<file path="src/rtl/mem_port_arbiter.sv">
// Round-robin arbiter sharing the single memory port between the CPU FSM (m0) and
// the debug/DMA master (m1); one outstanding transaction, watchdog abort on a silent memory.
module mem_port_arbiter #(
    parameter int AW      = 32,
    parameter int DW      = 32,
    parameter int TIMEOUT = 16
) (
    input  logic          clk,
    input  logic          rst,
    input  logic          m0_req,
    input  logic          m0_we,
    input  logic [2:0]    m0_op,
    input  logic [AW-1:0] m0_addr,
    input  logic [DW-1:0] m0_wdata,
    output logic          m0_gnt,
    output logic          m0_done,
    output logic          m0_err,
    output logic [DW-1:0] m0_rdata,
    input  logic          m1_req,
    input  logic          m1_we,
    input  logic [2:0]    m1_op,
    input  logic [AW-1:0] m1_addr,
    input  logic [DW-1:0] m1_wdata,
    output logic          m1_gnt,
    output logic          m1_done,
    output logic          m1_err,
    output logic [DW-1:0] m1_rdata,
    output logic          mem_req,
    output logic          mem_we,
    output logic [2:0]    mem_op,
    output logic [AW-1:0] mem_addr,
    output logic [DW-1:0] mem_wdata,
    input  logic          mem_ready,
    input  logic [DW-1:0] mem_rdata
);

    // state | meaning
    // IDLE  | port free, arbitrate between pending requests
    // BUSY  | mem_req held, waiting for mem_ready or watchdog expiry
    // RESP  | done (and err on timeout) pulse to the owner
    typedef enum logic [1:0] {IDLE, BUSY, RESP} state_t;

    localparam int WDW = $clog2(TIMEOUT);
    localparam logic [WDW-1:0] WD_LAST = WDW'(TIMEOUT - 1);

    state_t        state_q, state_d;
    logic          owner_q, owner_d;
    logic          last_q, last_d;
    logic          err_q, err_d;
    logic [WDW-1:0] wd_q, wd_d;
    logic          we_q, we_d;
    logic [2:0]    op_q, op_d;
    logic [AW-1:0] addr_q, addr_d;
    logic [DW-1:0] wdata_q, wdata_d;
    logic [DW-1:0] rd0_q, rd0_d;
    logic [DW-1:0] rd1_q, rd1_d;
    logic          pick;

    always_ff @(posedge clk or negedge rst) begin
        if (!rst) begin
            state_q <= IDLE;
            owner_q <= 1'b0;
            last_q  <= 1'b1;
            err_q   <= 1'b0;
            wd_q    <= '0;
            we_q    <= 1'b0;
            op_q    <= '0;
            addr_q  <= '0;
            wdata_q <= '0;
            rd0_q   <= '0;
            rd1_q   <= '0;
        end else begin
            state_q <= state_d;
            owner_q <= owner_d;
            last_q  <= last_d;
            err_q   <= err_d;
            wd_q    <= wd_d;
            we_q    <= we_d;
            op_q    <= op_d;
            addr_q  <= addr_d;
            wdata_q <= wdata_d;
            rd0_q   <= rd0_d;
            rd1_q   <= rd1_d;
        end
    end

    always_comb begin
        state_d = state_q;
        owner_d = owner_q;
        last_d  = last_q;
        err_d   = err_q;
        wd_d    = wd_q;
        we_d    = we_q;
        op_d    = op_q;
        addr_d  = addr_q;
        wdata_d = wdata_q;
        rd0_d   = rd0_q;
        rd1_d   = rd1_q;
        pick    = 1'b0;
        case (state_q)
            IDLE: begin
                if (m0_req || m1_req) begin
                    // on a tie the master that lost last time wins
                    pick    = (m0_req && m1_req) ? ~last_q : m1_req;
                    owner_d = pick;
                    last_d  = pick;
                    err_d   = 1'b0;
                    wd_d    = '0;
                    we_d    = pick ? m1_we    : m0_we;
                    op_d    = pick ? m1_op    : m0_op;
                    addr_d  = pick ? m1_addr  : m0_addr;
                    wdata_d = pick ? m1_wdata : m0_wdata;
                    state_d = BUSY;
                end
            end
            BUSY: begin
                if (mem_ready) begin
                    state_d = RESP;
                    err_d   = 1'b0;
                    if (!we_q) begin
                        if (owner_q) rd1_d = mem_rdata;
                        else         rd0_d = mem_rdata;
                    end
                end else if (wd_q == WD_LAST) begin
                    state_d = RESP;
                    err_d   = 1'b1;
                    if (!we_q) begin
                        if (owner_q) rd1_d = '0;
                        else         rd0_d = '0;
                    end
                end else begin
                    wd_d = wd_q + WDW'(1);
                end
            end
            RESP:    state_d = IDLE;
            default: state_d = IDLE;
        endcase
    end

    assign mem_req   = (state_q == BUSY);
    assign mem_we    = we_q;
    assign mem_op    = op_q;
    assign mem_addr  = addr_q;
    assign mem_wdata = wdata_q;

    assign m0_gnt   = (state_q != IDLE) && !owner_q;
    assign m1_gnt   = (state_q != IDLE) &&  owner_q;
    assign m0_done  = (state_q == RESP) && !owner_q;
    assign m1_done  = (state_q == RESP) &&  owner_q;
    assign m0_err   = m0_done && err_q;
    assign m1_err   = m1_done && err_q;
    assign m0_rdata = rd0_q;
    assign m1_rdata = rd1_q;

endmodule
</file>
<file path="config.mk">
export PLATFORM = sky130hd
export DESIGN_NAME = mem_port_arbiter
export DESIGN_NICKNAME = d
export VERILOG_FILES = /design/src/rtl/mem_port_arbiter.sv
export SDC_FILE = /design/constraint.sdc
export NUM_CORES = 1
export LEC_CHECK = 0
export ABC_CLOCK_PERIOD_IN_PS = 5500
export BUFFER_PORTS_ARGS = -buffer_cell sky130_fd_sc_hd__clkbuf_2
export CELL_PAD_IN_SITES_DETAIL_PLACEMENT = 1
export CELL_PAD_IN_SITES_GLOBAL_PLACEMENT = 1
export CORE_MARGIN = 10
export CORE_UTILIZATION = 39
export DETAILED_ROUTE_END_ITERATION = 8
export GPL_ROUTABILITY_DRIVEN = 0
export PLACE_DENSITY_LB_ADDON = 0.2
export RECOVER_POWER = 100
export SLEW_MARGIN = 10
export SYNTH_ARGS = -nofsm -noshare
export SYNTH_HDL_FRONTEND = slang
export SYNTH_SLANG_ARGS = --single-unit
</file>
<file path="constraint.sdc">
create_clock -name clk -period 5.5 [get_ports clk]
set_clock_uncertainty 0.1 [all_clocks]
set_input_delay 1.1 -clock clk [delete_from_list [all_inputs] [get_ports clk]]
set_output_delay 1.1 -clock clk [all_outputs]
set_load 0.005 [all_outputs]
</file>
# --- After elaboration in Yosys (flattened, before gate mapping) ---
# Cells that the tools add are included.
totals:
  ff_bits: 141
  in_bits: 173
  out_inout_bits: 139
  wordCells: 70
classes:
  addsub: 1
  n_eq_ne: 7
  mux: 29
  bitwise_logic: 3
  reduce_logical: 19
ops:
  columns: ["operator", "n"]
  rows:
  - ["two-way mux 32 bit", 14]
  - ["two-way mux 4 bit", 3]
  - ["AND reduction 4 bit", 3]
  - ["case mux 4 bit (2 select lines)", 1]
  - ["logical AND 1 bit", 7]
  - ["two-way mux 2 bit", 3]
  - ["inequality test 2 bit, second input constant", 3]
  - ["nonzero test 2 bit", 3]
  - ["two-way mux 1 bit", 5]
  - ["adder 4 x 1 -> 4 bit, second input constant", 1]
  - ["== test 4 bit, second input constant", 1]
  - ["case mux 2 bit (2 select lines)", 1]
  - ["AND reduction 2 bit", 2]
  - ["two-way mux 3 bit", 1]
  - ["inequality test 3 x 1 -> 1 bit, second input constant", 1]
  - ["inverter 1 bit", 3]
  - ["AND reduction 3 bit", 1]
  - ["== test 2 x 1 -> 1 bit, second input constant", 1]
  - ["== test 2 bit, second input constant", 1]
  - ["zero test 2 bit", 1]
  - ["case mux 1 bit (2 select lines)", 1]
  - ["zero test 1 bit", 1]
  - ["logical OR 1 bit", 1]

# --- Depth between registers and ports, before layout ---
# Gate-level depths: netlist of run 1.
logic_depth:
  ltp_word: 4
  ltp_mapped: 6
  depth_no_buf: 4

# --- Worst setup path before layout of run 1 ---
# Ideal clock, no wire load.
synth_path:
  path_kind: "input -> register"
  start: "input port m1_req"
  end: "register addr_q[24] (netlist: mem_addr[24])"
  setup_time_ns: 0.125
  arrival_ns: 2.455
  required_time_ns: 5.275
  path_slack_ns: 2.820
  stages: 5
  n_path_buf: 2
  path_cell_list: "a21boi_1 buf_2 buf_2 mux2_2 mux2_2"
synth_between:
  elab_chain_len: 3
  word_cells_on_any_way: 5
  cone_classes: "mux: 2; reduce/logical: 3"
synth_rtl:
  columns: ["item", "line", "rtl"]
  rows:
  - ["start: declaration", "19", "input logic m1_req,"]
  - ["logical AND 1 bit", "104", "pick = (m0_req && m1_req) ? ~last_q : m1_req;"]
  - ["two-way mux 1 bit", "104", null]
  - ["two-way mux 32 bit", "111", "addr_d = pick ? m1_addr : m0_addr;"]
  - ["end signal: assignment", "80", "addr_q <= addr_d;"]
  - ["end: declaration", "53", "logic [AW-1:0] addr_q, addr_d;"]
# Several ways; a longest one is shown, not always the timed one.
# A chain may end at the register's enable or synchronous reset.

# --- Worst setup path in the final report of run 1 ---
layout_path:
  start: "input port mem_ready"
  end: "register rd1_q[8] (netlist: m1_rdata[8])"
layout_between:
  elab_chain_len: 2
  word_cells_on_any_way: 3
  cone_classes: "mux: 1; reduce/logical: 2"
layout_rtl:
  columns: ["item", "line", "rtl"]
  rows:
  - ["start: declaration", "33", "input logic mem_ready,"]
  - ["nonzero test 2 bit (no line)", null, null]
  - ["AND reduction 4 bit (no line)", null, null]
  - ["end signal: assignment", "83", "rd1_q <= rd1_d;"]
  - ["end: declaration", "56", "logic [DW-1:0] rd1_q, rd1_d;"]
# Several ways; a longest one is shown, not always the timed one.

==> out/results.ini, run 1 <==
[placed_design]
portBuffers = 311
placed_cells = 953
dpl.hpwl_mm = 16.30

[cts]
cts_buffers = 17
cts_tree = built
clock_latency_ps = 410
cts_resized = 0
cts_hold_buf = 0
clk_pin_slew_ps = 60
cts_max_path_buffers = 2
post-cts-setup-buffer-count = 0
cts-root-buf = clkbuf_16
numClockSinks = 141
cts_htree_levels = 4

[power]
p_per_area_nw_per_um2 = 522.0
seq_power_share_pct = 40.6
clkPwrFrac_pct = 25.0
p_switching_mw = 1.476
combPwrFrac_pct = 34.4
switching_share_pct = 33.14
p_int_mw = 2.977
leakage_nw = 3.981
ir_worst_vdd_mv = 0.2191

[synth]
ys_seq_area_share_pct = 54.03
synthArstFlopShare_pct = 100.0
syn-num-nets = 617
yosysWarnings = 0
synth_cells = 443
synth_edf_count = 0
synth_top_area_share_pct = 53.63
synth-main-ff-cell = dfrtp_1
yosysUniqueCellTypes = 33
synth_top_area_cell = dfrtp_1
synth_area_leaders = dfrtp_1 (54%), mux2_2 (29%), mux2_4 (6.9%)
ys_ff_latch = 141
syn_area_um2 = 6533
avgSynthCellArea_um2 = 14.75

[critical_path]
slowest_stage = clkbuf_1
path_class = input port to register
crit_fanout = 37
endpoint_kind = register
start_kind = input port
critPathRequiredTime_ps = 5690
path_cells = clkbuf_1 > a31o_2 > nand4b_1 > clkbuf_1 > mux2_2
cp.arrival_ps = 4110
path_common_cell = clkbuf_1
max_stage_delay_ps = 1350

[timing]
worst_pin_slew_ps = 2308
fmax_mhz = 255.3
setup_tns_ps = 0
rsz0062_at_grt = false
fin_crit_sh_pct = 71.23
drv_slew = 128
max_slew_margin_pct = -53.89
setup_viol = 0
hold_viol_final = 0
period_minus_slack_ps = 3917

[global_routing]
grt_overflow = 0
grt_max_degree = 95
antenna_found_initial = 0
track_usage_pct = 18.74
grt_pass1_wl_mm = 32.37
grt_pass1_vias = 5621

[layout]
layout_commonest_cell = clkbuf_2
final_layout_size_suffix_gt1_share_pct = 50.20
area_growth_pct = 30.59
fin_cells = 985
fin_nets = 926
diodes = 0
layout_common_cells = clkbuf_2 (176), mux2_2 (167), dfrtp_1 (140)

[die]
row_count = 47
die_y_um = 149.4
dieArea_um2 = 22330
coreArea_um2 = 16520
die_x_um = 149.4
initial_core_util_pct = 39.53
io_pins = 312

[drt]
drcViolationCount = 0
postRouteAntennaNets = 0
first_pass_iters = 4
vias = 4808
wirelength_mm = 20.78
drt-vias-per-instance = 4.881
wire_per_inst_um = 21.10
first_iter_violations = 156

[status]
outcome = complete, but fails checks
violations = capacitance limit, slew limit

[run]
cap_viol_max_count = 2

[worst_hold_path]
hp-class = register to register

## synthesized netlist by cell type, types with 2 or more instances
library cell,instances
nor3b_1,2
dfrtp_1,140
buf_2,12
mux2_4,30
buf_12,3
o21ai_0,5
mux2_2,168
nor2_1,5
nand3_1,3
buf_6,2
a31oi_1,2
mux2_1,2
a21oi_1,3
inv_1,3
and2_1,35
clkbuf_1,9
o22ai_1,2
nand2_1,2
## area by class of cell
class,count,area [µm²]
multi-input cells,272,2721
repair buffers,317,1421
inverters,3,11.26
clock buffers,17,425.4
well taps,220,275.3
fillers,1875,7994
clock inverters,15,146.4
flip-flops and latches,141,3530
## power groups by stage
stage	sequential, mW	clock, mW	combinational, mW
global placement	1.79	0	1.72
floorplan	1.81	0	0.930
CTS	1.82	1.14	1.79
finish	1.81	1.11	1.53
detailed placement	1.82	0	1.78
global route	1.87	1.20	1.69
## critical path: cells and delay by family
kind            cells  cell delay [ps]
simple gates        1              100
buf+inv             2             1920
compound gates      1              500
mux                 1              450
## metrics by stage
step | instance area [µm²] | hold slack (ps) | setup WS (ps) | power [mW] | utilization [%]
after floorplan | 6533 | 388.9 | 2820 | 2.740 | -
after global placement | 8254 | 376.2 | 2120 | 3.505 | 49.95
after detailed placement | 8254 | 392.3 | 2019 | 3.605 | 49.95
final | 8531 | 395.9 | 1583 | 4.453 | 51.62
after CTS | 8826 | 408.2 | 2476 | 4.750 | 53.41
after global routing | 8531 | 413.5 | 1289 | 4.763 | 51.62
## final timing paths
kind	from	end	slack (ps)	cells past startpoint
max in group asynchronous	rst	mem_wdata[25]$_DFFE_PN0P_	2320	2
worst min-delay path	m0_rdata[18]$_DFFE_PN0P_	m0_rdata[18]$_DFFE_PN0P_	400	1
worst max register to register	last_q$_DFFE_PN1P_	mem_addr[17]$_DFFE_PN0P_	2320	4
min in group asynchronous	rst	m1_rdata[28]$_DFFE_PN0P_	1270	1
worst max-delay path	mem_ready	m1_rdata[8]$_DFFE_PN0P_	1580	5
worst min register to register	m0_rdata[18]$_DFFE_PN0P_	m0_rdata[18]$_DFFE_PN0P_	400	1
## per-layer routing
| metal | vias to the layer above | share of wire, % | GRT usage [%] | wire [µm] |
|---|---|---|---|---|
| met4 | 0 | 2.6 | 8.685 | 538 |
| li1 | 2188 | - | - | - |
| met5 | - | 0 | 0 | 0 |
| met2 | 191 | 52 | 31.33 | 10740 |
| met3 | 28 | 9.4 | 8.635 | 1949 |
| met1 | 2401 | 36 | 19.76 | 7554 |
## cells by family after synthesis
family                   synth area share, %
flip-flops                             54.03
AND/OR/NAND/NOR                        5.018
buffers and inverters                  2.930
AO/OA/AOI/OAI                          1.475
multiplexers                           36.35
adder cells (fa/ha/maj)               0.1915
## state kept, by name, summed over array words and instances (netlist names)
| register | cells |
|---|---|
| err_q | 1 |
| last_q | 1 |
| m0_rdata | 32 |
| m1_rdata | 32 |
| mem_addr | 32 |
| mem_op | 3 |
| mem_wdata | 32 |
| mem_we | 1 |
| owner_q | 1 |
| state_q | 2 |
| wd_q | 4 |
Note: power is estimated with default switching activity, not from simulation.
==> run 2, diff against run 1 <==
--- a/config.mk
+++ b/config.mk
@@ -5,12 +5,12 @@
 export SDC_FILE = /design/constraint.sdc
 export NUM_CORES = 1
 export LEC_CHECK = 0
-export ABC_CLOCK_PERIOD_IN_PS = 5500
+export ABC_CLOCK_PERIOD_IN_PS = 3700
 export BUFFER_PORTS_ARGS = -buffer_cell sky130_fd_sc_hd__clkbuf_2
 export CELL_PAD_IN_SITES_DETAIL_PLACEMENT = 1
 export CELL_PAD_IN_SITES_GLOBAL_PLACEMENT = 1
 export CORE_MARGIN = 10
-export CORE_UTILIZATION = 39
+export CORE_UTILIZATION = 36
 export DETAILED_ROUTE_END_ITERATION = 8
 export GPL_ROUTABILITY_DRIVEN = 0
 export PLACE_DENSITY_LB_ADDON = 0.2
==> constraint.sdc (replaced) <==
create_clock -name clk -period 3.7 [get_ports clk]
set_clock_uncertainty 0.1 [all_clocks]
set_input_delay 0.74 -clock clk [delete_from_list [all_inputs] [get_ports clk]]
set_output_delay 0.74 -clock clk [all_outputs]
set_load 0.005 [all_outputs]
==> run 2 against run 1 <==
The flow still finishes with violations (capacitance limit, slew limit). Power increased by 55%. Register-to-register slack got worse by 1300 ps. Worst hold slack worse by 220 ps. Clock-buffer cell count up 4. Via count decreased by 0.64%. Worst setup slack worse by 550 ps. Wire length fell by 2.7%. Largest power group unchanged. Non-clock buffer count is 1 higher. Core utilization shrank 3.2 points. Cell count grew 0.91%. Combinational power up 48%.
==> out/results.ini, run 2 (same netlist as run 1, synthesis figures left out) <==
[layout]
regArea_um2 = 3530  ; unchanged
final_layout_size_suffix_gt1_share_pct = 50.20  ; unchanged
final_area_um2 = 8667  ; +1.6%
layout_commonest_cell = clkbuf_2
area_growth_pct = 32.68
utilization_pct = 48.41  ; -3.2 points
fillers = 1973  ; +5.2%
diodes = 0  ; unchanged
multi_input_area_um2 = 2721  ; unchanged
fin_nets = 927  ; +0.11%
layout_common_cells = clkbuf_2 (177), mux2_2 (168), dfrtp_1 (140)
fin_cells = 994  ; +0.91%

[critical_path]
endpoint_kind = register
cp.arrival_ps = 2860  ; -1250 ps
path_cells = or2_0 > nor2_4 > clkbuf_1 > mux2_2
path_delay_family = buffers and inverters
crit_fanout = 25  ; -32%
max_stage_delay_ps = 1070  ; -280 ps
path_class = register to register
slowest_stage = clkbuf_1
critPathRequiredTime_ps = 3890  ; -1800 ps
crit_buf_inv = 1  ; -1
start_kind = register

[die]
coreArea_um2 = 17900  ; +8.3%
initial_core_util_pct = 36.49  ; -3.0 points
die_y_um = 154.7  ; +3.5%
row_count = 49  ; +4.3%
die_x_um = 154.7  ; +3.5%
io_pins = 312  ; unchanged
dieArea_um2 = 23930  ; +7.2%

[power]
leakage_nw = 4.044  ; +1.6%
p_switching_mw = 2.146  ; +45%
p_int_mw = 4.742  ; +59%
ir_worst_vdd_mv = 0.3299  ; +51%
switching_share_pct = 31.16  ; -2.0 points
seq_power_share_pct = 39.0  ; -1.6 points
p_per_area_nw_per_um2 = 794.8  ; +52%
clkPwrFrac_pct = 28.2  ; +3.2 points
combPwrFrac_pct = 32.8  ; -1.6 points
power.total_mw = 6.888  ; +55%

[timing]
hold_slack_ps = 174.2  ; -221.7 ps
rsz0062_at_grt = false
drv_slew = 64  ; -50%
worst_pin_slew_ps = 1578  ; -730.4 ps
period_minus_slack_ps = 2670
fin_crit_sh_pct = 72.17
fmax_mhz = 374.5
max_slew_margin_pct = -5.191  ; +49 points
final.setup.worst_slack_ps = 1030  ; -552.9 ps
hold_viol_final = 0  ; unchanged
setup_viol = 0  ; unchanged
setup_tns_ps = 0  ; unchanged

[drt]
vias = 4777  ; -0.64%
first_iter_violations = 113  ; -28%
first_pass_iters = 4  ; unchanged
drcViolationCount = 0  ; unchanged
postRouteAntennaNets = 0  ; unchanged
wirelength_mm = 20.21  ; -2.7%
wire_per_inst_um = 20.34  ; -3.6%
drt-vias-per-instance = 4.806  ; -1.5%

[placed_design]
postPlaceCellArea_um2 = 8298  ; +0.53%
portBuffers = 311  ; unchanged
preCtsSetupSlack_ps = 1190  ; -829.7 ps
dpl.hpwl_mm = 15.79  ; -3.1%
placed_cells = 963  ; +1.0%

[global_routing]
track_usage_pct = 16.87  ; -1.9 points
grt_pass1_vias = 5735  ; +2.0%
antenna_found_initial = 0  ; unchanged
grt_max_degree = 69  ; -27%
grt_overflow = 0  ; unchanged
grt_pass1_wl_mm = 31.98  ; -1.2%

[cts]
cts_buffers = 17  ; unchanged
post-cts-setup-buffer-count = 0  ; unchanged
clock_latency_ps = 410  ; about the same
cts_hold_buf = 0  ; unchanged
cts_htree_levels = 4  ; unchanged
cts_resized = 0  ; unchanged
clk_pin_slew_ps = 60  ; about the same
cts_tree = built
numClockSinks = 141  ; unchanged
cts_max_path_buffers = 2  ; unchanged
cts-root-buf = clkbuf_16

[status]
violations = capacitance limit, slew limit
outcome = complete, but fails checks

[run]
cap_viol_max_count = 1  ; -1

[worst_hold_path]
hp-class = input port to asynchronous set/reset pin

run 2: cell count changes in the layout (fill, tap and decap cells not counted), moves of 2 or more:
cell        previous run  this run
bufinv_16              2         6
clkbuf_8               0         2
clkinv_2               6         1
clkinv_4               1         3
clkinvlp_4             4         0
inv_6                  2         0
run 2: path summary, 6_finish.rpt:
check	startpoint	endpoint	slack, ps	cells after the start
worst max register to register	state_q[0]$_DFFE_PN0P_	mem_addr[18]$_DFFE_PN0P_	1030	4
worst min-delay path	rst	m1_rdata[23]$_DFFE_PN0P_	170	1
worst max-delay path	state_q[0]$_DFFE_PN0P_	mem_addr[18]$_DFFE_PN0P_	1030	4
worst min register to register	m0_rdata[31]$_DFFE_PN0P_	m0_rdata[31]$_DFFE_PN0P_	400	1
min in group clk	m0_rdata[31]$_DFFE_PN0P_	m0_rdata[31]$_DFFE_PN0P_	400	1
max in group asynchronous	rst	m0_rdata[10]$_DFFE_PN0P_	1380	2
run 2: cell type report:
type / count / area share (%)
clock buffer: 21 / 5.313
clock inverter: 10 / 2.440
inverter: 3 / 0.1299
multi-input combinational: 272 / 31.40
sequential: 141 / 40.72
tap: 229 / 3.306
timing repair buffer: 318 / 16.69
run 2: power groups by stage:
stage | clock network [mW] | logic (mW) | registers [mW]
after floorplan | 0 | 1.38 | 2.69
after global placement | 0 | 2.56 | 2.68
after detailed placement | 0 | 2.64 | 2.72
after CTS | 1.99 | 2.65 | 2.71
after global routing | 2.06 | 2.50 | 2.79
final | 1.94 | 2.26 | 2.68
run 2: layer usage:
layer	global-route usage, %	part of all wire, %	wire (µm)	vias to the layer above
li1	-	-	-	2187
met1	17.91	39	7799	2382
met2	28.77	50	10150	188
met3	7.598	9.7	1958	20
met4	6.433	1.5	307	0
met5	0	0	0	-
==> run 3, diff against run 2 <==
--- a/config.mk
+++ b/config.mk
@@ -5,12 +5,13 @@
 export SDC_FILE = /design/constraint.sdc
 export NUM_CORES = 1
 export LEC_CHECK = 0
-export ABC_CLOCK_PERIOD_IN_PS = 3700
+export ABC_AREA = 1
+export ABC_CLOCK_PERIOD_IN_PS = 2200
 export BUFFER_PORTS_ARGS = -buffer_cell sky130_fd_sc_hd__clkbuf_2
 export CELL_PAD_IN_SITES_DETAIL_PLACEMENT = 1
 export CELL_PAD_IN_SITES_GLOBAL_PLACEMENT = 1
 export CORE_MARGIN = 10
-export CORE_UTILIZATION = 36
+export CORE_UTILIZATION = 29
 export DETAILED_ROUTE_END_ITERATION = 8
 export GPL_ROUTABILITY_DRIVEN = 0
 export PLACE_DENSITY_LB_ADDON = 0.2
==> constraint.sdc (replaced) <==
create_clock -name clk -period 2.2 [get_ports clk]
set_clock_uncertainty 0.1 [all_clocks]
set_input_delay 0.44 -clock clk [delete_from_list [all_inputs] [get_ports clk]]
set_output_delay 0.44 -clock clk [all_outputs]
set_load 0.005 [all_outputs]
==> run 3 against run 2 <==
The run now ends clean. Clock power grew 61%. Global-route usage grew 1.8 points. Via count grew 38%. Synthesized cell count grew 77%. Core utilization shrank 8.1 points. Register-to-register slack lost 770 ps. Cell area grew 1.2%. First-iteration DRC count grew to 3.5 times the previous value. Clock-buffer cell count shrank 4. Sequential power grew 70%. Largest power group unchanged.
==> out/results.ini, run 3 <==
[status]
outcome = completed

[timing]
period_minus_slack_ps = 2100
drv_slew = 0  ; -100%
fmax_mhz = 476.2
hold_slack_ps = 179.1  ; +4.873 ps
final.setup.worst_slack_ps = 100.1  ; -929.5 ps
setup_viol = 0  ; unchanged
max_slew_margin_pct = 22.04  ; +27 points
fin_crit_sh_pct = 95.45
hold_viol_final = 0  ; unchanged
worst_pin_slew_ps = 1169  ; -408.5 ps
rsz0062_at_grt = false
setup_tns_ps = 0  ; unchanged

[synth]
synthTopCellsByCount = nand2_1 (248), dfrtp_1 (140), o21ai_1 (84)
syn_area_um2 = 6395  ; -2.1%
syn-num-nets = 959  ; +55%
ys_ff_latch = 141  ; unchanged
ys_seq_area_share_pct = 55.19  ; +1.2 points
yosysWarnings = 0  ; unchanged
synth.most_common_cell = nand2_1
avgSynthCellArea_um2 = 8.146  ; -45%
synth_top_family_by_area = simple AND/OR/NAND/NOR gates
synthXorXnorAreaFrac_pct = 0.1370  ; +0.14 points
synth-adder-area-share_pct = 0.1957  ; +0.0041 points
synth_cells = 785  ; +77%
synth_area_leaders = dfrtp_1 (55%), nand2_1 (15%), nand4_1 (6.7%)
synth-main-ff-cell = dfrtp_1
synth_compound_area_share_pct = 11.15  ; +9.7 points
synth_top_area_share_pct = 54.78  ; +1.2 points
yosysUniqueCellTypes = 23  ; -30%
synth_edf_count = 0  ; unchanged
synth_top_area_cell = dfrtp_1
synthArstFlopShare_pct = 100.0  ; unchanged
synthMuxAreaShare_pct = 0  ; -36 points
yosys.area_share.simple_pct = 26.51  ; +21 points

[layout]
layout_common_cells = nand2_1 (248), clkbuf_2 (188), dfrtp_1 (140)
fillers = 2780  ; +41%
utilization_pct = 40.33  ; -8.1 points
final_layout_size_suffix_gt1_share_pct = 23.01  ; -27 points
final_area_um2 = 8773  ; +1.2%
multi_input_area_um2 = 2434  ; -11%
regArea_um2 = 3530  ; unchanged
fin_cells = 1377  ; +39%
fin_nets = 1256  ; +35%
area_growth_pct = 37.19
layout_commonest_cell = nand2_1

[critical_path]
rr_endpoint = mem_wdata[19]$_DFFE_PN0P_
path_class = register to primary output
start_kind = register
critPathRequiredTime_ps = 1660  ; -2230 ps
cp.arrival_ps = 1560  ; -1300 ps
reg2reg_slack_ps = 260  ; -770 ps
endpoint_kind = primary output
reg2reg_depth = 6  ; +2
crit_fanout = 11  ; -56%
timing.rr.start = state_q[0]$_DFFE_PN0P_

[global_routing]
grt_max_degree = 72  ; +4.3%
antenna_found_initial = 3  ; +3
grt_pass1_wl_mm = 42.40  ; +33%
grt_overflow = 0  ; unchanged
track_usage_pct = 18.64  ; +1.8 points
grt_pass1_vias = 7237  ; +26%

[power]
ir_worst_vdd_mv = 0.5327  ; +61%
leakage_nw = 4.576  ; +13%
power.total_mw = 12.18  ; +77%
p_per_area_nw_per_um2 = 1388  ; +75%

[run]
cap_viol_max_count = 0  ; -1

[die]
die_y_um = 168.5  ; +8.9%
io_pins = 312  ; unchanged
row_count = 54  ; +10%
die_x_um = 168.5  ; +8.9%
dieArea_um2 = 28390  ; +19%
coreArea_um2 = 21760  ; +22%
initial_core_util_pct = 29.39  ; -7.1 points

[drt]
first_pass_iters = 4  ; unchanged
drt-vias-per-instance = 4.771  ; -0.72%
wire_per_inst_um = 19.29  ; -5.2%
postRouteAntennaNets = 0  ; unchanged
wirelength_mm = 26.56  ; +31%
first_iter_violations = 401  ; +250%
vias = 6570  ; +38%
drcViolationCount = 0  ; unchanged

[cts]
cts_max_path_buffers = 2  ; unchanged
cts-root-buf = clkbuf_16
numClockSinks = 141  ; unchanged
clock_latency_ps = 420  ; about the same
cts_buffers = 17  ; unchanged
clk_pin_slew_ps = 60  ; about the same
cts_htree_levels = 4  ; unchanged
post-cts-setup-buffer-count = 0  ; unchanged
cts_tree = built

[worst_hold_path]
whs_path_depth = 3
hp-start = m1_addr[16]
hold_end = mem_addr[16]$_DFFE_PN0P_
hp-class = input port to register

[placed_design]
postPlaceCellArea_um2 = 8319  ; +0.26%
dpl.hpwl_mm = 19.42  ; +23%
placed_cells = 1342  ; +39%
preCtsSetupSlack_ps = 384.2  ; -805.5 ps
portBuffers = 311  ; unchanged

==> run 3: what timing repair did <==
item                       CTS  global route
hold buffers                 1             0
hold endpoints to repair    31             0
cloned                       0             0
setup endpoints to repair    1             1
resized for setup            1             1
==> run 3: critical path, cell delays in order, from the launching register on <==
cell	delay, ps
dfrtp_1	450
clkbuf_4	240
nor3_1	280
clkbuf_2	170
==> run 3: worst max-delay path by stage <==
stage	start	end	slack (ps)	cells past startpoint
after floorplan	owner_q$_DFFE_PN0P_	m1_gnt	680	4
after global placement	wd_q[0]$_DFFE_PN0P_	m0_rdata[4]$_DFFE_PN0P_	430	6
after detailed placement	wd_q[0]$_DFFE_PN0P_	m0_rdata[7]$_DFFE_PN0P_	380	6
after CTS	state_q[0]$_DFFE_PN0P_	m0_err	70	2
after global routing	owner_q$_DFFE_PN0P_	m0_done	30	3
final	owner_q$_DFFE_PN0P_	m0_done	100	3
==> run 3: where the power goes <==
group | internal [mW] | switching (mW) | total [mW]
Clock | 1.83 | 1.29 | 3.12
Combinational | 1.57 | 2.95 | 4.52
Sequential | 3.82 | 0.728 | 4.55
Total | 7.21 | 4.97 | 12.2
==> run 3: kinds of logic (layout without fill, tap and decap cells) <==
logic type,after synthesis,count (layout)
AOI/OAI and AO/OA,141,141
xor gates and xnor gates,1,1
adders and majority gates,1,1
buffers and inverters,100,410
DFF,141,141
other,0,2
and+or+nand+nor,401,401
==> run 3: metal layers <==
layer,wire length [µm],up-vias,GRT usage (%)
met2,12730,228,30.33
met1,10810,3133,22.09
met3,2591,32,7.805
met5,13,-,0
li1,-,3175,-
met4,408,2,5.337
==> run 3: cell type report <==
| class | count | area share, % |
|---|---|---|
| clock buffer | 17 | 4.849 |
| tap | 280 | 3.993 |
| sequential | 141 | 40.23 |
| clock inverter | 15 | 2.268 |
| inverter | 41 | 1.754 |
| multi-input combinational | 544 | 27.74 |
| antenna | 2 | 0.05705 |
| timing repair buffer | 337 | 19.11 |
